--- src/rtl/memory_bus_pkg.sv ---
// Slave-side bus command/result types shared by the memory-mapped peripherals.
package MemoryBus;
   typedef struct packed {
      logic [31:0] write_data;
      logic [3:0]  mask_byte;
      logic        mem_read;
   } Cmd;

   typedef struct packed {
      logic [31:0] read_data;
   } Result;
endpackage

--- src/rtl/uart_pkg.sv ---
// Register map, status/control bit positions and transmitter state type.
package uart_pkg;
   localparam logic [1:0] REG_TXDATA  = 2'd0;
   localparam logic [1:0] REG_STATUS  = 2'd1;
   localparam logic [1:0] REG_DIVISOR = 2'd2;
   localparam logic [1:0] REG_CTRL    = 2'd3;

   localparam int ST_FULL      = 0;
   localparam int ST_EMPTY     = 1;
   localparam int ST_BUSY      = 2;
   localparam int ST_OVF       = 3;
   localparam int ST_COUNT_LSB = 8;

   localparam int CTRL_TX_EN    = 0;
   localparam int CTRL_IRQ_EN   = 1;
   localparam int CTRL_FIFO_CLR = 2;

   typedef enum logic [1:0] {IDLE, START, DATA, STOP} tx_state_t;
endpackage

--- src/rtl/sync_fifo.sv ---
// Single-clock FIFO; a push into a full FIFO is accepted when a pop happens on the same edge.
module sync_fifo #(
   parameter int WIDTH = 8,
   parameter int DEPTH = 16
) (
   input  logic                     clk,
   input  logic                     rst_n,
   input  logic                     push,
   input  logic                     pop,
   input  logic                     clr,
   input  logic [WIDTH-1:0]         data_in,
   output logic [WIDTH-1:0]         data_out,
   output logic                     full,
   output logic                     empty,
   output logic [$clog2(DEPTH):0]   count
);
   localparam int AW = $clog2(DEPTH);

   logic [WIDTH-1:0] r_mem [DEPTH];
   logic [AW-1:0]    r_wr_ptr;
   logic [AW-1:0]    r_rd_ptr;
   logic [AW:0]      r_count;
   logic             w_pop_ok;
   logic             w_push_ok;

   assign full      = (r_count == (AW+1)'(DEPTH));
   assign empty     = (r_count == '0);
   assign count     = r_count;
   assign data_out  = r_mem[r_rd_ptr];
   assign w_pop_ok  = pop && !empty;
   assign w_push_ok = push && (!full || w_pop_ok);

   always_ff @(posedge clk) begin
      if (w_push_ok && !clr) r_mem[r_wr_ptr] <= data_in;
   end

   always_ff @(posedge clk or negedge rst_n) begin
      if (!rst_n) begin
         r_wr_ptr <= '0;
         r_rd_ptr <= '0;
         r_count  <= '0;
      end else if (clr) begin
         r_wr_ptr <= '0;
         r_rd_ptr <= '0;
         r_count  <= '0;
      end else begin
         if (w_push_ok) r_wr_ptr <= r_wr_ptr + AW'(1);
         if (w_pop_ok)  r_rd_ptr <= r_rd_ptr + AW'(1);
         case ({w_push_ok, w_pop_ok})
            2'b10:   r_count <= r_count + (AW+1)'(1);
            2'b01:   r_count <= r_count - (AW+1)'(1);
            default: r_count <= r_count;
         endcase
      end
   end
endmodule

--- src/rtl/uart_tx_periph.sv ---
// Memory-mapped UART transmitter: register file, TX FIFO, baud down-counter and frame FSM.
//   state | meaning
//   IDLE  | line high, waiting for tx_en and a queued byte
//   START | start bit (low) for one bit time
//   DATA  | DATA_BITS data bits, LSB first
//   STOP  | STOP_BITS stop bits (high); chains straight into START if more data
module uart_tx_periph
   import uart_pkg::*;
#(
   parameter int FIFO_DEPTH    = 16,
   parameter int DATA_BITS     = 8,
   parameter int STOP_BITS     = 1,
   parameter int DIV_WIDTH     = 16,
   parameter int RESET_DIVISOR = 434
) (
   input  logic             clk,
   input  logic             rst_n,
   input  logic             write_enable,
   input  logic [1:0]       bus_address,
   input  MemoryBus::Cmd    membuscmd,
   output MemoryBus::Result membusres,
   output logic             tx_o,
   output logic             irq_o
);
   localparam int CNT_W = $clog2(FIFO_DEPTH) + 1;
   localparam int BIT_W = 4;

   tx_state_t              r_state, w_state_nxt;
   logic [DATA_BITS-1:0]   r_shift, w_shift_nxt;
   logic [BIT_W-1:0]       r_bit_idx, w_bit_idx_nxt;
   logic [DIV_WIDTH-1:0]   r_baud_cnt, w_baud_cnt_nxt;
   logic [DIV_WIDTH-1:0]   r_frame_div, w_frame_div_nxt;
   logic [DIV_WIDTH-1:0]   r_divisor, w_eff_div;
   logic                   r_tx_en, r_irq_en, r_ovf, r_irq, r_tx;
   logic                   w_tx_nxt, w_pop, w_load, w_tick, w_can_start;
   logic                   w_wr_b0, w_push, w_clr, w_ovf_clr, w_ctrl_wr, w_div_wr;
   logic                   w_full, w_empty, w_busy;
   logic [CNT_W-1:0]       w_count;
   logic [DATA_BITS-1:0]   w_fifo_dout;
   logic [31:0]            w_rdata;
   logic                   w_unused;

   assign w_wr_b0   = write_enable && membuscmd.mask_byte[0];
   assign w_push    = w_wr_b0 && (bus_address == REG_TXDATA);
   assign w_clr     = w_wr_b0 && (bus_address == REG_CTRL) && membuscmd.write_data[CTRL_FIFO_CLR];
   assign w_ovf_clr = w_wr_b0 && (bus_address == REG_STATUS) && membuscmd.write_data[ST_OVF];
   assign w_ctrl_wr = w_wr_b0 && (bus_address == REG_CTRL);
   assign w_div_wr  = write_enable && (bus_address == REG_DIVISOR);
   assign w_unused  = ^{membuscmd.write_data, membuscmd.mask_byte};

   sync_fifo #(.WIDTH(DATA_BITS), .DEPTH(FIFO_DEPTH)) u_fifo (
      .clk      (clk),
      .rst_n    (rst_n),
      .push     (w_push),
      .pop      (w_pop),
      .clr      (w_clr),
      .data_in  (membuscmd.write_data[DATA_BITS-1:0]),
      .data_out (w_fifo_dout),
      .full     (w_full),
      .empty    (w_empty),
      .count    (w_count)
   );

   assign w_busy      = (r_state != IDLE);
   assign w_eff_div   = (r_divisor == '0) ? DIV_WIDTH'(1) : r_divisor;
   assign w_tick      = (r_baud_cnt == '0);
   assign w_can_start = r_tx_en && !w_empty;

   always_ff @(posedge clk or negedge rst_n) begin
      if (!rst_n) begin
         r_divisor <= DIV_WIDTH'(RESET_DIVISOR);
         r_tx_en   <= 1'b1;
         r_irq_en  <= 1'b0;
         r_ovf     <= 1'b0;
         r_irq     <= 1'b0;
      end else begin
         for (int i = 0; i < DIV_WIDTH; i++) begin
            if (w_div_wr && membuscmd.mask_byte[i/8]) r_divisor[i] <= membuscmd.write_data[i];
         end
         if (w_ctrl_wr) begin
            r_tx_en  <= membuscmd.write_data[CTRL_TX_EN];
            r_irq_en <= membuscmd.write_data[CTRL_IRQ_EN];
         end
         // a byte lost to fifo_clr is not an overflow
         if (w_push && w_full && !w_pop && !w_clr) r_ovf <= 1'b1;
         else if (w_ovf_clr)                     r_ovf <= 1'b0;
         r_irq <= r_irq_en && w_empty && !w_busy;
      end
   end

   always_ff @(posedge clk or negedge rst_n) begin
      if (!rst_n) begin
         r_state     <= IDLE;
         r_shift     <= '0;
         r_bit_idx   <= '0;
         r_baud_cnt  <= '0;
         r_frame_div <= DIV_WIDTH'(1);
         r_tx        <= 1'b1;
      end else begin
         r_state     <= w_state_nxt;
         r_shift     <= w_shift_nxt;
         r_bit_idx   <= w_bit_idx_nxt;
         r_baud_cnt  <= w_baud_cnt_nxt;
         r_frame_div <= w_frame_div_nxt;
         r_tx        <= w_tx_nxt;
      end
   end

   always_comb begin
      w_state_nxt     = r_state;
      w_shift_nxt     = r_shift;
      w_bit_idx_nxt   = r_bit_idx;
      w_baud_cnt_nxt  = w_tick ? (r_frame_div - DIV_WIDTH'(1)) : (r_baud_cnt - DIV_WIDTH'(1));
      w_frame_div_nxt = r_frame_div;
      w_load          = 1'b0;
      w_pop           = 1'b0;
      case (r_state)
         IDLE: begin
            w_baud_cnt_nxt = r_baud_cnt;
            w_load         = w_can_start;
         end
         START: begin
            if (w_tick) begin
               w_state_nxt   = DATA;
               w_bit_idx_nxt = '0;
            end
         end
         DATA: begin
            if (w_tick) begin
               if (r_bit_idx == BIT_W'(DATA_BITS - 1)) begin
                  w_state_nxt   = STOP;
                  w_bit_idx_nxt = '0;
               end else begin
                  w_shift_nxt   = r_shift >> 1;
                  w_bit_idx_nxt = r_bit_idx + BIT_W'(1);
               end
            end
         end
         STOP: begin
            if (w_tick) begin
               if (r_bit_idx == BIT_W'(STOP_BITS - 1)) begin
                  w_state_nxt = IDLE;
                  w_load      = w_can_start;
               end else begin
                  w_bit_idx_nxt = r_bit_idx + BIT_W'(1);
               end
            end
         end
         default: w_state_nxt = IDLE;
      endcase
      // divisor is sampled once per frame so mid-frame writes wait for the next start
      if (w_load) begin
         w_pop           = 1'b1;
         w_shift_nxt     = w_fifo_dout;
         w_frame_div_nxt = w_eff_div;
         w_baud_cnt_nxt  = w_eff_div - DIV_WIDTH'(1);
         w_bit_idx_nxt   = '0;
         w_state_nxt     = START;
      end
      case (w_state_nxt)
         START:   w_tx_nxt = 1'b0;
         DATA:    w_tx_nxt = w_shift_nxt[0];
         default: w_tx_nxt = 1'b1;
      endcase
   end

   always_comb begin
      w_rdata = '0;
      case (bus_address)
         REG_STATUS: begin
            w_rdata[ST_FULL]                   = w_full;
            w_rdata[ST_EMPTY]                  = w_empty;
            w_rdata[ST_BUSY]                   = w_busy;
            w_rdata[ST_OVF]                    = r_ovf;
            w_rdata[ST_COUNT_LSB +: CNT_W]     = w_count;
         end
         REG_DIVISOR: w_rdata[DIV_WIDTH-1:0] = r_divisor;
         REG_CTRL: begin
            w_rdata[CTRL_TX_EN]  = r_tx_en;
            w_rdata[CTRL_IRQ_EN] = r_irq_en;
         end
         default: w_rdata = '0;
      endcase
   end

   assign membusres.read_data = membuscmd.mem_read ? w_rdata : 32'h0;
   assign tx_o  = r_tx;
   assign irq_o = r_irq;
endmodule

--- config.mk ---
export PLATFORM = sky130hd
export DESIGN_NAME = uart_tx_periph
export DESIGN_NICKNAME = d
export VERILOG_FILES = /design/src/rtl/memory_bus_pkg.sv /design/src/rtl/uart_pkg.sv /design/src/rtl/sync_fifo.sv /design/src/rtl/uart_tx_periph.sv
export SDC_FILE = /design/constraint.sdc
export NUM_CORES = 1
export LEC_CHECK = 0
export ABC_AREA = 1
export CAP_MARGIN = 30
export CORE_ASPECT_RATIO = 2
export CORE_MARGIN = 2
export CORE_UTILIZATION = 58
export CTS_CLUSTER_DIAMETER = 100
export DETAILED_ROUTE_END_ITERATION = 10
export DONT_BUFFER_PORTS = 1
export GPL_ROUTABILITY_DRIVEN = 0
export MAX_ROUTING_LAYER = met4
export PLACE_DENSITY = 0.8
export REMOVE_ABC_BUFFERS = 1
export SLEW_MARGIN = 20
export SYNTH_ARGS = -nofsm -noshare
export SYNTH_HDL_FRONTEND = slang
export SYNTH_HIERARCHICAL = 1
export SYNTH_SLANG_ARGS = --single-unit
--- constraint.sdc ---
create_clock -name clk -period 3 [get_ports clk]
set_clock_uncertainty 0.2 [all_clocks]
set_input_delay 0.3 -clock clk [delete_from_list [all_inputs] [get_ports clk]]
set_output_delay 0.3 -clock clk [all_outputs]
set_load 0.01 [all_outputs]
-- After elaboration in Yosys (flattened, before gate mapping)
Memories as Yosys holds them, arrays and structs flattened.
Index checks and enable logic that the tools add are counted.
- register bits after elaboration: 80
- bits in latches: 0
- bits in writable memories: 128
- memory bits (read-only): 0
- input bits: 42
- output and inout bits: 34
- word-level logic and storage cells: 126
- memories kept: 1
- memory list (name ; words ; bits a word ; read ports ; clocked after memory_dff ; write ports ; RTL line ; source):
    u_fifo.r_mem ; 16 ; 8 ; 1 ; 0 ; 1 ; sync_fifo.sv:19 ; logic [WIDTH-1:0] r_mem [DEPTH];
- add/subtract/negate cells: 8
- multipliers: 0
- divide/modulo/power cells: 0
- order comparisons: 0
- eq/ne operators: 18
- shift-type cells: 0
- muxes and demuxes: 43
- bitwise operators: 0
- reductions and logical operators: 40
- operators by type and width (kind ; count):
    $mux 16 ; 5
    $sub 16x1->16 const B ; 3
    $mux 4 ; 11
    $logic_not 16->1 ; 2
    $mux 8 ; 4
    $pmux 5 s2 ; 2
    $logic_and 1x1->1 ; 18
    $add 4x1->4 const B ; 3
    $eq 2x2->1 const B ; 6
    $mux 2 ; 6
    $ne 3x3->1 const B ; 4
    $pmux 2 s3 ; 2
    $pmux 4 s3 ; 1
    $reduce_bool 2->1 ; 6
    $eq 2x1->1 const B ; 4
    $mux 1 ; 7
    $add 5x1->5 const B ; 1
    $eq 5x5->1 const B ; 1
    $logic_not 1->1 ; 5
    $logic_not 5->1 ; 1
    $mux 5 ; 1
    $reduce_and 5->1 ; 1
    $sub 5x1->5 const B ; 1
    $eq 4x3->1 const B ; 1
    other kinds (10) ; 13

-- Longest topological paths before layout
- word-level depth: 13
- gate-level depth with buffers: 20
- mapped depth without buffers: 19

-- Modules after synthesis
Netlist, hierarchy kept.
- by module, submodules not included (module ; times used ; cells each ; area an instance (um^2) ; sequential area each (um^2)):
    sync_fifo ; 1 ; 514 ; 6073.3 ; 4169.0
    uart_tx_periph ; 1 ; 549 ; 4080.2 ; 1686.6

-- Least setup slack after synthesis
No wires, ideal clock.
- kind: flip-flop to flip-flop
- from: register r_state[0]
- to: register u_fifo.r_count[4] (netlist: u_fifo/count[4])
- library setup time: 0.117 ns
- arrival: 2.768 ns
- data required time: 2.683 ns
- setup slack: -0.085 ns
- cell stages (with the launch flop): 16
- path buffers: 1
- clock period less this slack: 3.085 ns
- path through: dfrtp_1 > inv_1 > ha_1 > nor2_2 > nand2_4 > inv_2 > clkbuf_1 > nand3_1 > fa_1 > nand3b_1 > nand2_1 > nand2_1 > nand3_1 > nand2_1 > nand2_1 > nand2_1
- cells in the longest elaborated chain, start to end: 9
- elaborated cells between the ends (all ways): 12
- those cells by class: eq/ne (3); mux (4); reduce/logical (5)
- RTL lines (element ; RTL line ; source):
    start: declaration ; uart_tx_periph.sv:28 ; tx_state_t r_state, w_state_nxt;
    start signal: assignment ; uart_tx_periph.sv:100 ; r_state <= w_state_nxt;
    $eq 2x2->1 / $logic_not 2->1 (equally long branches) ; uart_tx_periph.sv:117 ; case (r_state)
    $pmux 1 s2 * ; uart_tx_periph.sv:117 ;
    via w_load ; uart_tx_periph.sv:35 ; logic w_tx_nxt, w_pop, w_load, w_tick, w_can_start;
    $mux 1 * ; uart_tx_periph.sv:152 ; if (w_load) begin
    $logic_and 1x1->1 * ; sync_fifo.sv:30 ; assign w_pop_ok = pop && !empty;
    $logic_or 1x1->1 ; sync_fifo.sv:31 ; assign w_push_ok = push && (!full || w_pop_ok);
    $logic_and 1x1->1 ; sync_fifo.sv:31 ;
    $eq 2x1->1 / $eq 2x2->1 (equally long branches) ; sync_fifo.sv:49 ; case ({w_push_ok, w_pop_ok})
    $pmux 5 s2 ; sync_fifo.sv:49 ;
    $mux 5 ; sync_fifo.sv:42 ; end else if (clr) begin
    end signal: assignment ; sync_fifo.sv:50 ; 2'b10: r_count <= r_count + (AW+1)'(1);
    end signal: assignment ; sync_fifo.sv:51 ; 2'b01: r_count <= r_count - (AW+1)'(1);
    end signal: assignment ; sync_fifo.sv:52 ; default: r_count <= r_count;
    end: declaration ; sync_fifo.sv:22 ; logic [AW:0] r_count;
Mark *: on every way through the listed nets, which the timed path passes. The rest lies on a longest branch.
A chain may end at the register's enable or synchronous reset.

-- Worst setup path after layout
- from: register r_bit_idx[0]
- to: register r_baud_cnt[14]
- cells in the longest elaborated chain, start to end: 5
- elaborated cells between the ends (all ways): 6
- those cells by class: eq/ne (1); mux (4); reduce/logical (1)
- RTL lines (element ; RTL line ; source):
    start: declaration ; uart_tx_periph.sv:30 ; logic [BIT_W-1:0] r_bit_idx, w_bit_idx_nxt;
    start signal: assignment ; uart_tx_periph.sv:102 ; r_bit_idx <= w_bit_idx_nxt;
    $logic_not 4->1 * ; uart_tx_periph.sv:141 ; if (r_bit_idx == BIT_W'(STOP_BITS - 1)) begin
    $mux 1 * ; uart_tx_periph.sv:141 ;
    $mux 1 * ; uart_tx_periph.sv:140 ; if (w_tick) begin
    $pmux 1 s2 * ; uart_tx_periph.sv:117 ;
    $ne 2x2->1 (no line) / $mux 16 (equally long branches) ; -- ;
    end signal: assignment ; uart_tx_periph.sv:103 ; r_baud_cnt <= w_baud_cnt_nxt;
    end: declaration ; uart_tx_periph.sv:31 ; logic [DIV_WIDTH-1:0] r_baud_cnt, w_baud_cnt_nxt;
Mark *: on every way between the ends. The rest lies on a longest branch, timed or not.

==> impl.org <==
** Outcome
- Result of the run :: finished, final reports clean

** Logic synthesis
- The post-synthesis compound-gate area fraction came to 0.111.
- Synth area leader :: sky130_fd_sc_hd__edfxtp_1
- Sequential share of the synthesized area :: 0.577
- Mapped Avg Cell Area :: 9.55 µm²
- In this run, distinct cell masters in the synthesized netlist total 53.
- Number of enable flip-flop cells after synthesis :: 128
- Counting flops with an async set or reset pin after synthesis yields a share of 0.385.
- Mapped Cells :: 1,063
- Fraction of the mapped netlist area in simple logic gates :: 0.204
- Largest cells by area after synthesis :: sky130_fd_sc_hd__edfxtp_1 38%, sky130_fd_sc_hd__dfrtp_1 18%, sky130_fd_sc_hd__nor2_1 6.4%, sky130_fd_sc_hd__nand2_1 6.1%, sky130_fd_sc_hd__o21ai_0 4.8%
- Yosys Warn Count :: 6
- Arithmetic-cell share of the synthesized area counting full adders, half adders and majority gates :: 0.0278
- After synthesis, the largest family of logic cells by area is simple AND/OR/NAND/NOR gates.
- Of the post-synthesis cell area, the part taken by muxes is 0.00111.
- Of the total synthesized cell area, the portion taken by XOR and XNOR cells is 0.00776.
- Prevailing post-synth register cell :: sky130_fd_sc_hd__edfxtp_1
- Area share of the leading cell type in the synthesized netlist :: 0.379
- The synthesized design contains 208 register bits.
- Cell area after technology mapping :: 0.0102 mm²

** Min path
- The worst hold path was traced through 5 stages.
- Endpoint of the worst hold-timing path :: r_ovf
- Class of the worst hold path :: in2reg
- Start point of the worst hold path :: membuscmd[1]

** Critical path
- Reg-to-reg critical path startpoint :: r_bit_idx[0]
- The critical path goes through inv_1, ha_1, nand2_1, nor2_4, nand4_1, nand2_2, nand2_4, buf_12, o21ai_1, nand2_1, inv_2, ha_1, nand3_2, nor2_2, nand3_1, nand3_1, nand2_1.
- On the worst path, the slowest cell contributes a delay of 0.40 ns.
- STA puts the critical path data required time at 3.18 ns.
- WP buf/inv :: 3
- Measured in cells, the most critical reg-to-reg path has a length of 17.
- Master of the slowest instance on the critical path :: sky130_fd_sc_hd__dfrtp_1
- STA classifies the critical path startpoint as a flop.
- Worst Setup Path Type :: reg2reg
- The setup check on the worst reg-to-reg path leaves a slack of 0.21 ns.
- Sort of element at the end of the critical path :: flop
- CP Data Arrival Time :: 2.97 ns
- Largest delay share family, worst path :: simple AND/OR/NAND/NOR gates
- In this run the worst path has a maximum fanout of 35.
- Crit Reg-Reg Endpoint :: r_baud_cnt[14]
- Counting stages on the worst path, the most repeated cell is sky130_fd_sc_hd__nand2_1.

** Routing
- Dividing the detail-routed wire length by the instance count gives 18.5 µm.
- Detailed-routing iteration count for the pre-antenna-repair pass :: 6
- Final wirelength :: 24.4 mm
- Vias :: 7,772
- Remaining antenna violation count after routing :: 0
- Detailed-route vias per instance :: 5.88
- For this run, design rule violations remaining after detail routing come to 0.
- Initial detailed-routing violation count :: 500

** STA
- Setup TNS :: 0 ns
- Setup repair after global routing missed its margin :: yes
- Actual transition at the worst max-transition pin :: 0.737 ns
- Once routing completed, OpenROAD measured the worst setup slack at 0.215 ns.
- Minimum period implied by the final worst setup slack :: 2.79 ns
- Final count of negative-setup-slack endpoints :: 0
- Max-slew violations :: 0
- Tcrit/Tclk final :: 0.928
- The number of failing hold endpoints at the final stage is 0.
- Max transition margin :: 0.507
- Based on the critical path, the design can be clocked at up to 0.359 GHz.

** Clock tree
- The clock reaches the later pin of the worst-skew pair after 0.49 ns.
- The cell sitting at the root of the clock tree is a sky130_fd_sc_hd__clkbuf_16.
- In this run the number of H-tree levels came out at 1.
- Post-CTS setup-driven buffer insertion count :: 0
- Number of CTS-inserted buffers :: 19
- Counting along the longest clock path gives a buffer depth of 3.
- CTS tree :: built
- Clock Sinks :: 208
- Clock transition at the register clock pins on the worst setup and hold paths after CTS :: 0.07 ns

** Placement
- During placement, the flow inserted port buffers numbering 0.
- The HPWL after detailed placement is 16.6 mm.
- Setup WS pre-CTS :: 0.0529 ns

** Finish
- The layout has 1,309 filler cells.
- Of the cells placed in the final design, the portion with a size suffix greater than 1 is 0.122.
- Relative to the synthesized area, the layout overhead comes to 11.4%.
- Layout Nets :: 1,163
- Most common library cell in the layout ignoring fill and taps :: sky130_fd_sc_hd__nor2_1
- Ant. Diodes :: 0
- In the layout the commonest cells are 171 x sky130_fd_sc_hd__nor2_1, 166 x sky130_fd_sc_hd__nand2_1, 128 x sky130_fd_sc_hd__edfxtp_1.
- Utilization of the core after routing :: 0.658

** Floorplanning
- Die width :: 97.6 µm
- The die covers 0.0186 mm².
- Boundary Pins :: 76
- The core region is 0.0172 mm².
- Vertical die dimension :: 191 µm
- For this configuration, the core starts out at a cell density of 0.591.
- Count of standard-cell rows :: 68

** Power and ir drop
- Int Power :: 6.20 mW
- The worst-case IR drop observed on VDD is 0.690 mV.
- Overall power consumption after layout is estimated at 10.1 mW.
- Share of total power in sequential cells :: 0.379
- Leakage :: 4.69 nW
- Switching power total :: 3.86 mW
- Switching share of power :: 0.384
- Power density relative to cell area :: 889 mW/mm²
- Clock group share of total power :: 0.245
- The share of total power dissipated in combinational logic is 0.376.

** GRT
- First-pass GRT wire length :: 38.9 mm
- Overflow after GRT :: 0
- Number of antenna violations at the first check in global routing :: 0
- Pin count of the biggest net entering global routing :: 81
- Aggregate global-route resource usage :: 0.272
- Number of global-route vias before repair :: 7,819

** Flow run
- Max-cap violations in this run came to 0.
[routing by layer]
| layer | routed length, µm | share of wire | GRT usage | vias up |
|---|---|---|---|---|
| li1 | - | - | - | 3609 |
| met1 | 8200 | 0.34 | 0.276 | 3757 |
| met2 | 13600 | 0.56 | 0.501 | 305 |
| met3 | 1140 | 0.047 | 0.0289 | 101 |
| met4 | 1490 | 0.061 | 0.154 | 0 |
| met5 | 0 | 0 | - | - |
[logic make-up (layout without fill, tap and decap cells)]
logic type,Yosys count,count (layout)
fa+ha+maj,22,22
xor+xnor,9,9
compound gates,190,190
flops,208,208
buf+inv,156,189
mux,1,1
simple gates,476,476
other cells,1,16
[worst max-delay path by stage]
stage	from	endpoint	slack, ns	depth (start not counted)
4_1_cts	r_bit_idx[0]	u_fifo/count[4]	0.04	19
3_3_place_gp	u_fifo/count[0]	r_baud_cnt[8]	0.007	10
2_1_floorplan	r_state[0]	u_fifo/count[4]	-0.26	14
5_1_grt	r_bit_idx[0]	u_fifo/count[4]	-0.02	19
6_report	r_bit_idx[0]	r_baud_cnt[14]	0.21	17
3_5_place_dp	r_bit_idx[0]	u_fifo/count[4]	0.05	19
[metrics by stage]
step	hold slack [ns]	std cells	instance area, µm²
after detailed placement	-0.192	1268	10500
after global routing	0.122	1321	11300
final	0.0871	1321	11300
after global placement	-0.192	1267	10400
after CTS	0.0869	1321	11300
after floorplan	-0.196	1020	9860
[flip-flops by register name, summed over array words and instances (netlist names), 2 cells and up]
| signal | cells |
|---|---|
| r_baud_cnt | 16 |
| r_bit_idx | 4 |
| r_divisor | 16 |
| r_frame_div | 16 |
| r_shift | 8 |
| r_state | 2 |
| u_fifo/count | 5 |
| u_fifo/r_mem | 128 |
| u_fifo/r_rd_ptr | 4 |
| u_fifo/r_wr_ptr | 4 |
[synthesized netlist by cell type, types with 4 or more instances]
cell type,instances
sky130_fd_sc_hd__nand4_1,4
sky130_fd_sc_hd__dfrtp_1,72
sky130_fd_sc_hd__o21ai_2,6
sky130_fd_sc_hd__o21ai_1,6
sky130_fd_sc_hd__dfstp_2,8
sky130_fd_sc_hd__ha_1,21
sky130_fd_sc_hd__nor2_1,172
sky130_fd_sc_hd__a21oi_1,26
sky130_fd_sc_hd__o21ai_0,97
sky130_fd_sc_hd__xor2_1,6
sky130_fd_sc_hd__inv_1,90
sky130_fd_sc_hd__o21bai_1,10
sky130_fd_sc_hd__buf_2,15
sky130_fd_sc_hd__o211ai_1,32
sky130_fd_sc_hd__nand3_1,91
sky130_fd_sc_hd__buf_4,20
sky130_fd_sc_hd__inv_2,5
sky130_fd_sc_hd__nand2_1,166
sky130_fd_sc_hd__nor2_2,13
sky130_fd_sc_hd__nor2_4,5
sky130_fd_sc_hd__edfxtp_1,128
sky130_fd_sc_hd__nand2_2,10
sky130_fd_sc_hd__clkbuf_1,17
sky130_fd_sc_hd__nor3_1,5
[worst reg2reg max path, cell delays in order (launching register included)]
cell	delay, ns
sky130_fd_sc_hd__dfrtp_1	0.40
sky130_fd_sc_hd__inv_1	0.09
sky130_fd_sc_hd__ha_1	0.16
sky130_fd_sc_hd__nand2_1	0.08
sky130_fd_sc_hd__nor2_4	0.14
sky130_fd_sc_hd__nand4_1	0.15
sky130_fd_sc_hd__nand2_2	0.12
sky130_fd_sc_hd__nand2_4	0.06
sky130_fd_sc_hd__buf_12	0.18
sky130_fd_sc_hd__o21ai_1	0.09
sky130_fd_sc_hd__nand2_1	0.09
sky130_fd_sc_hd__inv_2	0.09
sky130_fd_sc_hd__ha_1	0.20
sky130_fd_sc_hd__nand3_2	0.17
sky130_fd_sc_hd__nor2_2	0.22
sky130_fd_sc_hd__nand3_1	0.11
sky130_fd_sc_hd__nand3_1	0.09
sky130_fd_sc_hd__nand2_1	0.06
[cell type report]
cell class	instances	area, µm²	area share
Clock buffer	22	497	0.0439
Multi-Input combinational cell	714	3650	0.323
Tap cell	210	263	0.0232
Clock inverter	11	131	0.0116
Inverter	98	370	0.0327
Sequential cell	208	5860	0.518
Timing Repair Buffer	58	544	0.0481
[power by group through the flow]
stage,logic (mW),clock network (mW),registers [mW]
2_1_floorplan,2.45,0,3.86
4_1_cts,3.72,2.50,3.81
3_5_place_dp,3.60,0,3.86
3_3_place_gp,3.46,0,3.84
5_1_grt,4.21,2.59,3.86
6_report,3.78,2.46,3.81
[repair_timing]
item / in CTS / in global routing
hold endpoints to repair: 228 / 0
resized for setup: 0 / 6
endpoints found under the setup margin: 0 / 8
hold buffers: 20 / 0
No activity file was read; power rests on OpenSTA's default activity.
